===== config.mk =====
export PLATFORM = sky130hd
export DESIGN_NAME = hazard_unit
export DESIGN_NICKNAME = d
export VERILOG_FILES = /design/src/rtl/hazard_unit.sv
export SDC_FILE = /design/constraint.sdc
export NUM_CORES = 1
export LEC_CHECK = 0
export ABC_CLOCK_PERIOD_IN_PS = 2200
export CORE_UTILIZATION = 40
export DETAILED_ROUTE_END_ITERATION = 10
export PLACE_DENSITY = 0.8
export RECOVER_POWER = 100
export SKIP_CTS_REPAIR_TIMING = 1
export SYNTH_ARGS = -nofsm -noshare
export SYNTH_HDL_FRONTEND = slang
export SYNTH_SLANG_ARGS = --single-unit

===== constraint.sdc =====
create_clock -name hu_clk -period 2.2 [get_ports hu_clk]
set_input_delay 0.33 -clock hu_clk [delete_from_list [all_inputs] [get_ports hu_clk]]
set_output_delay 0.33 -clock hu_clk [all_outputs]
set_load 0.02 [all_outputs]

===== src/rtl/hazard_unit.sv =====
// rtl/hazard_unit.sv - decode-stage stall/flush sequencer with saturating event counters
module hazard_unit #(
    parameter int AWIDTH       = 5,
    parameter int CWIDTH       = 16,
    parameter int LU_STALL     = 1,
    parameter int FLUSH_CYCLES = 2
) (
    input  logic              hu_clk,
    input  logic              hu_rst,
    input  logic              hu_i_ce,
    input  logic [AWIDTH-1:0] hu_i_addr_rs1,
    input  logic [AWIDTH-1:0] hu_i_addr_rs2,
    input  logic              hu_i_ex_ce,
    input  logic              hu_i_ex_load,
    input  logic [AWIDTH-1:0] hu_i_ex_addr_rd,
    input  logic              hu_i_branch_taken,
    input  logic              hu_i_mc_busy,
    output logic              hu_o_stall,
    output logic              hu_o_flush,
    output logic [1:0]        hu_o_state,
    output logic [CWIDTH-1:0] hu_o_stall_cnt,
    output logic [CWIDTH-1:0] hu_o_flush_cnt
);

    typedef enum logic [1:0] {
        ST_RUN     = 2'd0,
        ST_STALL   = 2'd1,
        ST_FLUSH   = 2'd2,
        ST_MC_WAIT = 2'd3
    } state_t;

    localparam logic [3:0] FLUSH_REM = 4'(FLUSH_CYCLES - 1);
    localparam logic [3:0] LU_REM    = 4'(LU_STALL - 1);

    state_t            state_q, state_d;
    logic [3:0]        rem_q, rem_d;
    logic [CWIDTH-1:0] stall_cnt_q, stall_cnt_d;
    logic [CWIDTH-1:0] flush_cnt_q, flush_cnt_d;
    logic              stall, flush;
    logic              lu_hit;

    // x0 is never a real destination, so a load targeting it cannot create a hazard
    assign lu_hit = hu_i_ce && hu_i_ex_ce && hu_i_ex_load
                 && (hu_i_ex_addr_rd != '0)
                 && ((hu_i_ex_addr_rd == hu_i_addr_rs1) || (hu_i_ex_addr_rd == hu_i_addr_rs2));

    always_comb begin
        stall   = 1'b0;
        flush   = 1'b0;
        state_d = state_q;
        rem_d   = rem_q;
        if (!hu_rst) begin
            if (hu_i_branch_taken) begin
                flush = 1'b1;
                if (FLUSH_CYCLES > 1) begin
                    state_d = ST_FLUSH;
                    rem_d   = FLUSH_REM;
                end else begin
                    state_d = ST_RUN;
                end
            end else if (state_q == ST_FLUSH) begin
                flush = 1'b1;
                rem_d = rem_q - 4'd1;
                if (rem_q == 4'd1) state_d = ST_RUN;
            end else if (state_q == ST_STALL) begin
                stall = 1'b1;
                rem_d = rem_q - 4'd1;
                if (rem_q == 4'd1) state_d = ST_RUN;
            end else if (hu_i_mc_busy) begin
                stall   = 1'b1;
                state_d = ST_MC_WAIT;
            end else if (lu_hit) begin
                // MC_WAIT with busy low lands here too, so a held hazard is caught at once
                stall = 1'b1;
                if (LU_STALL > 1) begin
                    state_d = ST_STALL;
                    rem_d   = LU_REM;
                end else begin
                    state_d = ST_RUN;
                end
            end else begin
                state_d = ST_RUN;
            end
        end
    end

    always_comb begin
        stall_cnt_d = stall_cnt_q;
        flush_cnt_d = flush_cnt_q;
        if (stall && (stall_cnt_q != '1)) stall_cnt_d = stall_cnt_q + CWIDTH'(1);
        if (flush && (flush_cnt_q != '1)) flush_cnt_d = flush_cnt_q + CWIDTH'(1);
    end

    always_ff @(posedge hu_clk) begin
        if (hu_rst) begin
            state_q     <= ST_RUN;
            rem_q       <= 4'd0;
            stall_cnt_q <= '0;
            flush_cnt_q <= '0;
        end else begin
            state_q     <= state_d;
            rem_q       <= rem_d;
            stall_cnt_q <= stall_cnt_d;
            flush_cnt_q <= flush_cnt_d;
        end
    end

    assign hu_o_stall     = stall;
    assign hu_o_flush     = flush;
    assign hu_o_state     = state_q;
    assign hu_o_stall_cnt = stall_cnt_q;
    assign hu_o_flush_cnt = flush_cnt_q;

endmodule


==> impl_metrics.csv, run 1 <==
group,metric,value,unit
synth,synth_compound_area_share,8.71,%
outcome,status,"complete, no violations",
synth,yosysSeqAreaShare,38.1,%
hold_path,hp-class,"reg -> reg",
timing,slew_headroom,73.0,%
placement,detailed_place_hpwl,3.53,mm
drt,drt_iter0_drc,69,
clock_tree,path_clk_slew,0.07,ns
die,die_h,72.6,um
drt,highest_layer,"met4",
die,core,0.00475,mm^2
drt,vias,1936,
global_route,grt_usage,18.9,%
die,io_pins,58,
worst_setup_path,crit_type,"reg -> out",
worst_setup_path,critPathCaptureType,"output port",
worst_setup_path,crit_arrival,1.80,ns
placement,numPortBuffers,57,
synth,synth-seq-cells,38,
worst_setup_path,cp_max_fo,4,
timing,finalCriticalPeriod,2.13,ns
worst_setup_path,crit_required,1.87,ns
drt,first_pass_iters,4,
final_layout,fin_nets,344,
drt,dr_wl_met2,2.37,mm
placement,dp_slack,-0.306,ns
timing,worst_pin_slew,0.404,ns
drt,via_per_inst,5.04,
drt,drc_errors,0,
drt,dr_wl_met3,218,um
drt,wl_met1,2.04,mm
worst_setup_path,critPathSlowestCell,"clkdlybuf4s50_1",
power_and_ir_drop,vdd_drop_max,0.337,mV
synth,synthCells,230,
timing,setup_viol,0,
timing,clock_skew,0.00749,ns
flow_run,maxCapViolations,0,
power_and_ir_drop,power_density,526,mW/mm^2
placement,gp_congestion,0.788,
synth,synthMuxAreaShare,1.07,%
synth,synth_area,0.00200,mm^2
global_route,antenna_found_initial,0,
clock_tree,clk_latency,0.29,ns
global_route,overflow,0,
die,die_w,72.6,um
clock_tree,cts_buffer_depth,2,
global_route,grt_pass1_wl,7.94,mm
power_and_ir_drop,p_total,1.55,mW
drt,wl,4.70,mm
worst_setup_path,critPathMaxStageDelay,0.63,ns
die,die_area,0.00528,mm^2
worst_setup_path,worst_path_most_repeated_cell,"nor2_1",
power_and_ir_drop,leakagePower,1.19,nW
drt,antenna_left,0,
synth,synth_area_per_cell,8.68,um^2
global_route,grt_max_degree,41,
synth,synth_top_family_by_area,"simple AND/OR/NAND/NOR gates",
synth,synth_fa_ha_area_share,3.76,%
worst_setup_path,worstPathCellList,"ha_2 -> buf_4 -> nor2_1 -> nor2_1 -> clkdlybuf4s50_1",
worst_setup_path,start_kind,"register",
clock_tree,cts_made_buffers,5,
global_route,first_global_vias,1866,
clock_tree,htreeDepth,2,
clock_tree,clock_sinks,38,
synth,yosys.area_share.simple,29.8,%
timing,slew_violations,0,
timing,fmax,470,MHz
synth,syn_nets,258,
final_layout,synthToLayoutAreaGrowth,47.6,%
synth,ys_warn_count,0,
drt,avgRoutedWirePerCell,12.2,um
die,start_util,42.0,%
timing,worst_slack,0.0708,ns
clock_tree,cts_tree,"yes",
final_layout,drive_gt1_share,14.2,%
clock_tree,root_buffer,"clkbuf_8",
final_layout,diodes,0,
timing,finalHoldViolCount,0,
die,num_rows,25,
synth,synth_xor_area_share,16.2,%
synth,synth.distinct_cells,37,
timing,period_share,96.8,%
==> power by group <==
part           leakage [nW]  total, mW  internal (mW)  switching [mW]
clock                0.0504      0.598          0.337           0.260
combinational         0.836      0.237          0.128           0.109
sequential            0.308      0.716          0.702          0.0148
total                  1.19       1.55           1.17           0.385
==> state kept, by name (all words and copies together) (netlist names) <==
signal	cells
rem_q	4
hu_o_state	2
hu_o_flush_cnt	16
hu_o_stall_cnt	16
==> cells in the final DEF, fill, tap and decap left out, drive strengths merged, types with 2 or more instances in the layout <==
cell and count:
nand4 12, nand3 17, clkinvlp 2, dlygate4sd3 34
and4 5, clkbuf 10, ha 6, or3 7
nor3 7, xor2 19, a21oi 9, inv 4
o21ai 7, nand2b 2, nor2b 2, clkdlybuf4s50 21
dfxtp 38, and3 10, buf 24, nor2 38
xnor2 18, nand2 10
==> synthesized netlist by cell type, drive strengths merged <==
| cell type | n | area [um^2] |
|---|---|---|
| nand4 | 12 | 75.1 |
| inv | 4 | 15.0 |
| or4b | 1 | 10.0 |
| o21a | 1 | 7.51 |
| mux2 | 1 | 11.3 |
| and3 | 10 | 62.6 |
| a221oi | 1 | 8.76 |
| o22ai | 1 | 6.26 |
| o21ai | 7 | 38.8 |
| xnor2 | 18 | 158 |
| nor2 | 38 | 143 |
| a21oi | 9 | 48.8 |
| o21ba | 1 | 10.0 |
| a22oi | 1 | 7.51 |
| o221ai | 1 | 26.3 |
| and4 | 5 | 43.8 |
| or4 | 1 | 7.51 |
| buf | 2 | 15.0 |
| nand3 | 17 | 90.1 |
| ha | 6 | 75.1 |
| nand2b | 2 | 12.5 |
| a211oi | 1 | 20.0 |
| nor4 | 1 | 6.26 |
| nand2 | 10 | 37.5 |
| dfxtp | 38 | 761 |
| clkbuf | 4 | 15.0 |
| mux2i | 1 | 10.0 |
| and2 | 1 | 6.26 |
| xor2 | 19 | 166 |
| or3 | 7 | 53.8 |
| nor2b | 2 | 12.5 |
| nor3 | 7 | 35.0 |
==> cell families after synthesis <==
logic type,count (synthesis)
flops,38
compound gates,23
fa+ha+maj,6
mux,2
simple gates,114
xor+xnor,37
buf+inv,10
==> worst max-delay path: cells and delay by family, from the launching register on <==
| kind | cells | cell delay, ns |
|---|---|---|
| buf+inv | 2 | 0.75 |
| flops | 1 | 0.37 |
| fa+ha+maj | 1 | 0.21 |
| simple gates | 2 | 0.18 |
==> final cells by class <==
cell class / count / area [um^2]
Inverter: 4 / 15.0
Fill cell: 413 / 1810
Timing Repair Buffer: 85 / 767
Multi-Input combinational cell: 182 / 1200
Clock inverter: 3 / 45.0
Tap cell: 67 / 83.8
Clock buffer: 5 / 68.8
Sequential cell: 38 / 762
==> final timing paths <==
| kind | start | to | slack (ns) | cells after the start |
|---|---|---|---|---|
| max | hu_o_state[1]$_SDFF_PP0_ | hu_o_flush | 0.07 | 5 |
| min | hu_o_flush_cnt[1]$_SDFFE_PP0P_ | hu_o_flush_cnt[1]$_SDFFE_PP0P_ | 0.53 | 2 |
| max reg2reg | hu_o_state[0]$_SDFF_PP0_ | hu_o_stall_cnt[13]$_SDFFE_PP0P_ | 0.13 | 8 |
| min reg2reg | hu_o_flush_cnt[1]$_SDFFE_PP0P_ | hu_o_flush_cnt[1]$_SDFFE_PP0P_ | 0.53 | 2 |
==> through the flow <==
| step | cells | TNS [ns] | instance area [um^2] | utilization [%] | hold slack (ns) |
|---|---|---|---|---|---|
| 5_1_grt | 384 | -0.0308 | 2950 | 62.0 | 0.579 |
| 4_1_cts | 382 | -0.312 | 2930 | 61.6 | 0.537 |
| 3_5_place_dp | 374 | -2.15 | 2820 | 59.2 | 0.524 |
| 3_3_place_gp | 374 | -1.80 | 2820 | 59.2 | 0.511 |
| 6_report | 384 | 0 | 2950 | 62.0 | 0.530 |
| 2_1_floorplan | 230 | 0 | 2000 | - | 0.483 |
==> routing by layer <==
metal  global-route usage (%)  vias up
li1                         -      979
met1                     22.4      906
met2                     33.4       45
met3                     4.01        6
met4                     7.19        0
met5                        0        -
Power figures use the tool's default switching activity.
==> run 2, diff against run 1 <==
- CORE_ASPECT_RATIO: unset -> 1.75
- PLACE_DENSITY: 0.8 -> 0.71
==> run 2 against run 1 <==
Clock skew shrank 0.0028 ns. Routed wire length grew 3.9%. Total power shrank 5.4%. Sequential cell count is the same. Sequential share of layout area shrank 0.22 points. Design area grew 0.85%. Hold slack gained 0.0053 ns.
==> impl_metrics.csv, run 2 (synthesis results as in run 1) <==
group,metric,value,unit
placement,gp_congestion,0.805,
drt,wl,4.88,mm
timing,setup_viol,0,
placement,detailed_place_hpwl,3.67,mm
drt,vias,1907,
outcome,status,"complete, no violations",
die,die_area,0.00529,mm^2
final_layout,synthToLayoutAreaGrowth,48.9,%
timing,clock_skew,0.00472,ns
final_layout,layout_commonest_cell,"clkdlybuf4s50_1",
global_route,grt_max_degree,31,
timing,slew_headroom,77.4,%
die,io_pins,58,
flow_run,maxCapViolations,0,
final_layout,multi_input_area,0.00123,mm^2
clock_tree,root_buffer,"clkbuf_8",
die,start_util,42.0,%
clock_tree,clock_sinks,38,
global_route,grt_pass1_wl,8.02,mm
worst_setup_path,start_kind,"register",
die,core,0.00475,mm^2
timing,worst_pin_slew,0.336,ns
timing,finalCriticalPeriod,2.14,ns
drt,drt_iter0_drc,62,
timing,slew_violations,0,
power_and_ir_drop,p_total,1.47,mW
timing,fmax,467,MHz
power_and_ir_drop,leakagePower,1.15,nW
clock_tree,cts_made_buffers,5,
final_layout,fillers,430,
worst_setup_path,crit_required,2.38,ns
placement,dp_slack,-0.317,ns
placement,numPortBuffers,57,
clock_tree,htreeDepth,2,
hold_path,hp-class,"reg -> reg",
worst_setup_path,crit_type,"reg -> reg",
timing,period_share,97.3,%
placement,dp_cells,357,
drt,antenna_left,0,
worst_setup_path,crit_arrival,2.32,ns
drt,drc_errors,0,
final_layout,final_cell_count_no_fill,371,
power_and_ir_drop,internal_power,1.09,mW
drt,avgRoutedWirePerCell,13.1,um
global_route,grt_usage,19.1,%
drt,via_per_inst,5.14,
power_and_ir_drop,p_comb_share,17.0,%
power_and_ir_drop,vdd_drop_max,0.487,mV
die,num_rows,33,
die,die_w,55.4,um
global_route,overflow,0,
timing,whs,0.535,ns
final_layout,final_cell_mix,"clkdlybuf4s50_1 (52), nor2_1 (37), dfxtp_1 (37)",
clock_tree,clk_latency,0.29,ns
clock_tree,path_clk_slew,0.08,ns
global_route,first_global_vias,1858,
power_and_ir_drop,p_seq_share,48.8,%
timing,worst_slack,0.0594,ns
power_and_ir_drop,power.share.switching,25.5,%
global_route,antenna_found_initial,0,
worst_setup_path,cp_max_fo,4,
worst_setup_path,critPathCaptureType,"register",
clock_tree,cts_tree,"yes",
power_and_ir_drop,power_frac_clock,34.2,%
power_and_ir_drop,switchingPower,0.374,mW
final_layout,diodes,0,
final_layout,utilization,62.6,%
power_and_ir_drop,power_density,494,mW/mm^2
final_layout,drive_gt1_share,16.9,%
timing,finalHoldViolCount,0,
final_layout,ff_latch_area,762,um^2
clock_tree,cts_buffer_depth,2,
die,die_h,95.4,um
timing,rsz0062_at_grt,"yes",
drt,first_pass_iters,4,
final_layout,fin_nets,346,
==> run 2: changes by cell type in the layout (fill, tap and decap cells not counted), moves of 2 or more <==
cell,change
clkinvlp_4,-2
dlymetal6s2s_1,+4
dlygate4sd3_1,-34
clkdlybuf4s50_1,+31
buf_4,+6
a21oi_2,+2
clkbuf_1,-2
==> run 2: routing by layer <==
metal | part of all wire (%) | up-vias | GRT usage [%]
met5 | 0 | - | 0
met4 | 1.3 | 0 | 6.46
met3 | 2.8 | 5 | 3.53
met2 | 57 | 36 | 38.3
met1 | 39 | 889 | 19.3
li1 | - | 977 | -
==> run 2: area by class of cell <==
class,count,area share (%)
Clock buffer,7,2.91
Clock inverter,1,0.168
Inverter,4,0.505
Multi-Input combinational cell,182,41.4
Sequential cell,38,25.6
Tap cell,52,2.19
Timing Repair Buffer,87,27.2
==> run 2: path summary, 6_finish.rpt <==
check / startpoint / to / slack (ns) / cells past startpoint
worst max register to register: hu_o_state[0]$_SDFF_PP0_ / hu_o_stall_cnt[11]$_SDFFE_PP0P_ / 0.06 / 9
worst min register to register: hu_o_flush_cnt[1]$_SDFFE_PP0P_ / hu_o_flush_cnt[1]$_SDFFE_PP0P_ / 0.53 / 2
worst min-delay path: hu_o_flush_cnt[1]$_SDFFE_PP0P_ / hu_o_flush_cnt[1]$_SDFFE_PP0P_ / 0.53 / 2
worst max-delay path: hu_o_state[0]$_SDFF_PP0_ / hu_o_stall_cnt[11]$_SDFFE_PP0P_ / 0.06 / 9
==> run 2: power by group through the flow <==
stage                     Sequential, mW  Clock [mW]  Combinational [mW]
after detailed placement           0.732           0               0.238
final                              0.717       0.502               0.249
after floorplan                    0.741           0               0.109
after global routing               0.719       0.537               0.272
after CTS                          0.716       0.510               0.239
after global placement             0.732           0               0.234
==> run 2: stage by stage <==
stage | setup TNS, ns | instance area [um^2]
floorplan | 0 | 2000
global placement | -2.22 | 2780
detailed placement | -2.46 | 2780
CTS | -0.327 | 2870
global route | -0.117 | 2970
finish | 0 | 2970
==> run 2: critical path, stage by stage, from the launching register on <==
cell and delay, ns:
dfxtp_2 0.34, inv_2 0.04, ha_4 0.15, or3_4 0.39
or3_4 0.39, a211oi_4 0.28, buf_4 0.15, nand4_1 0.09
xor2_1 0.15, nor2_1 0.06
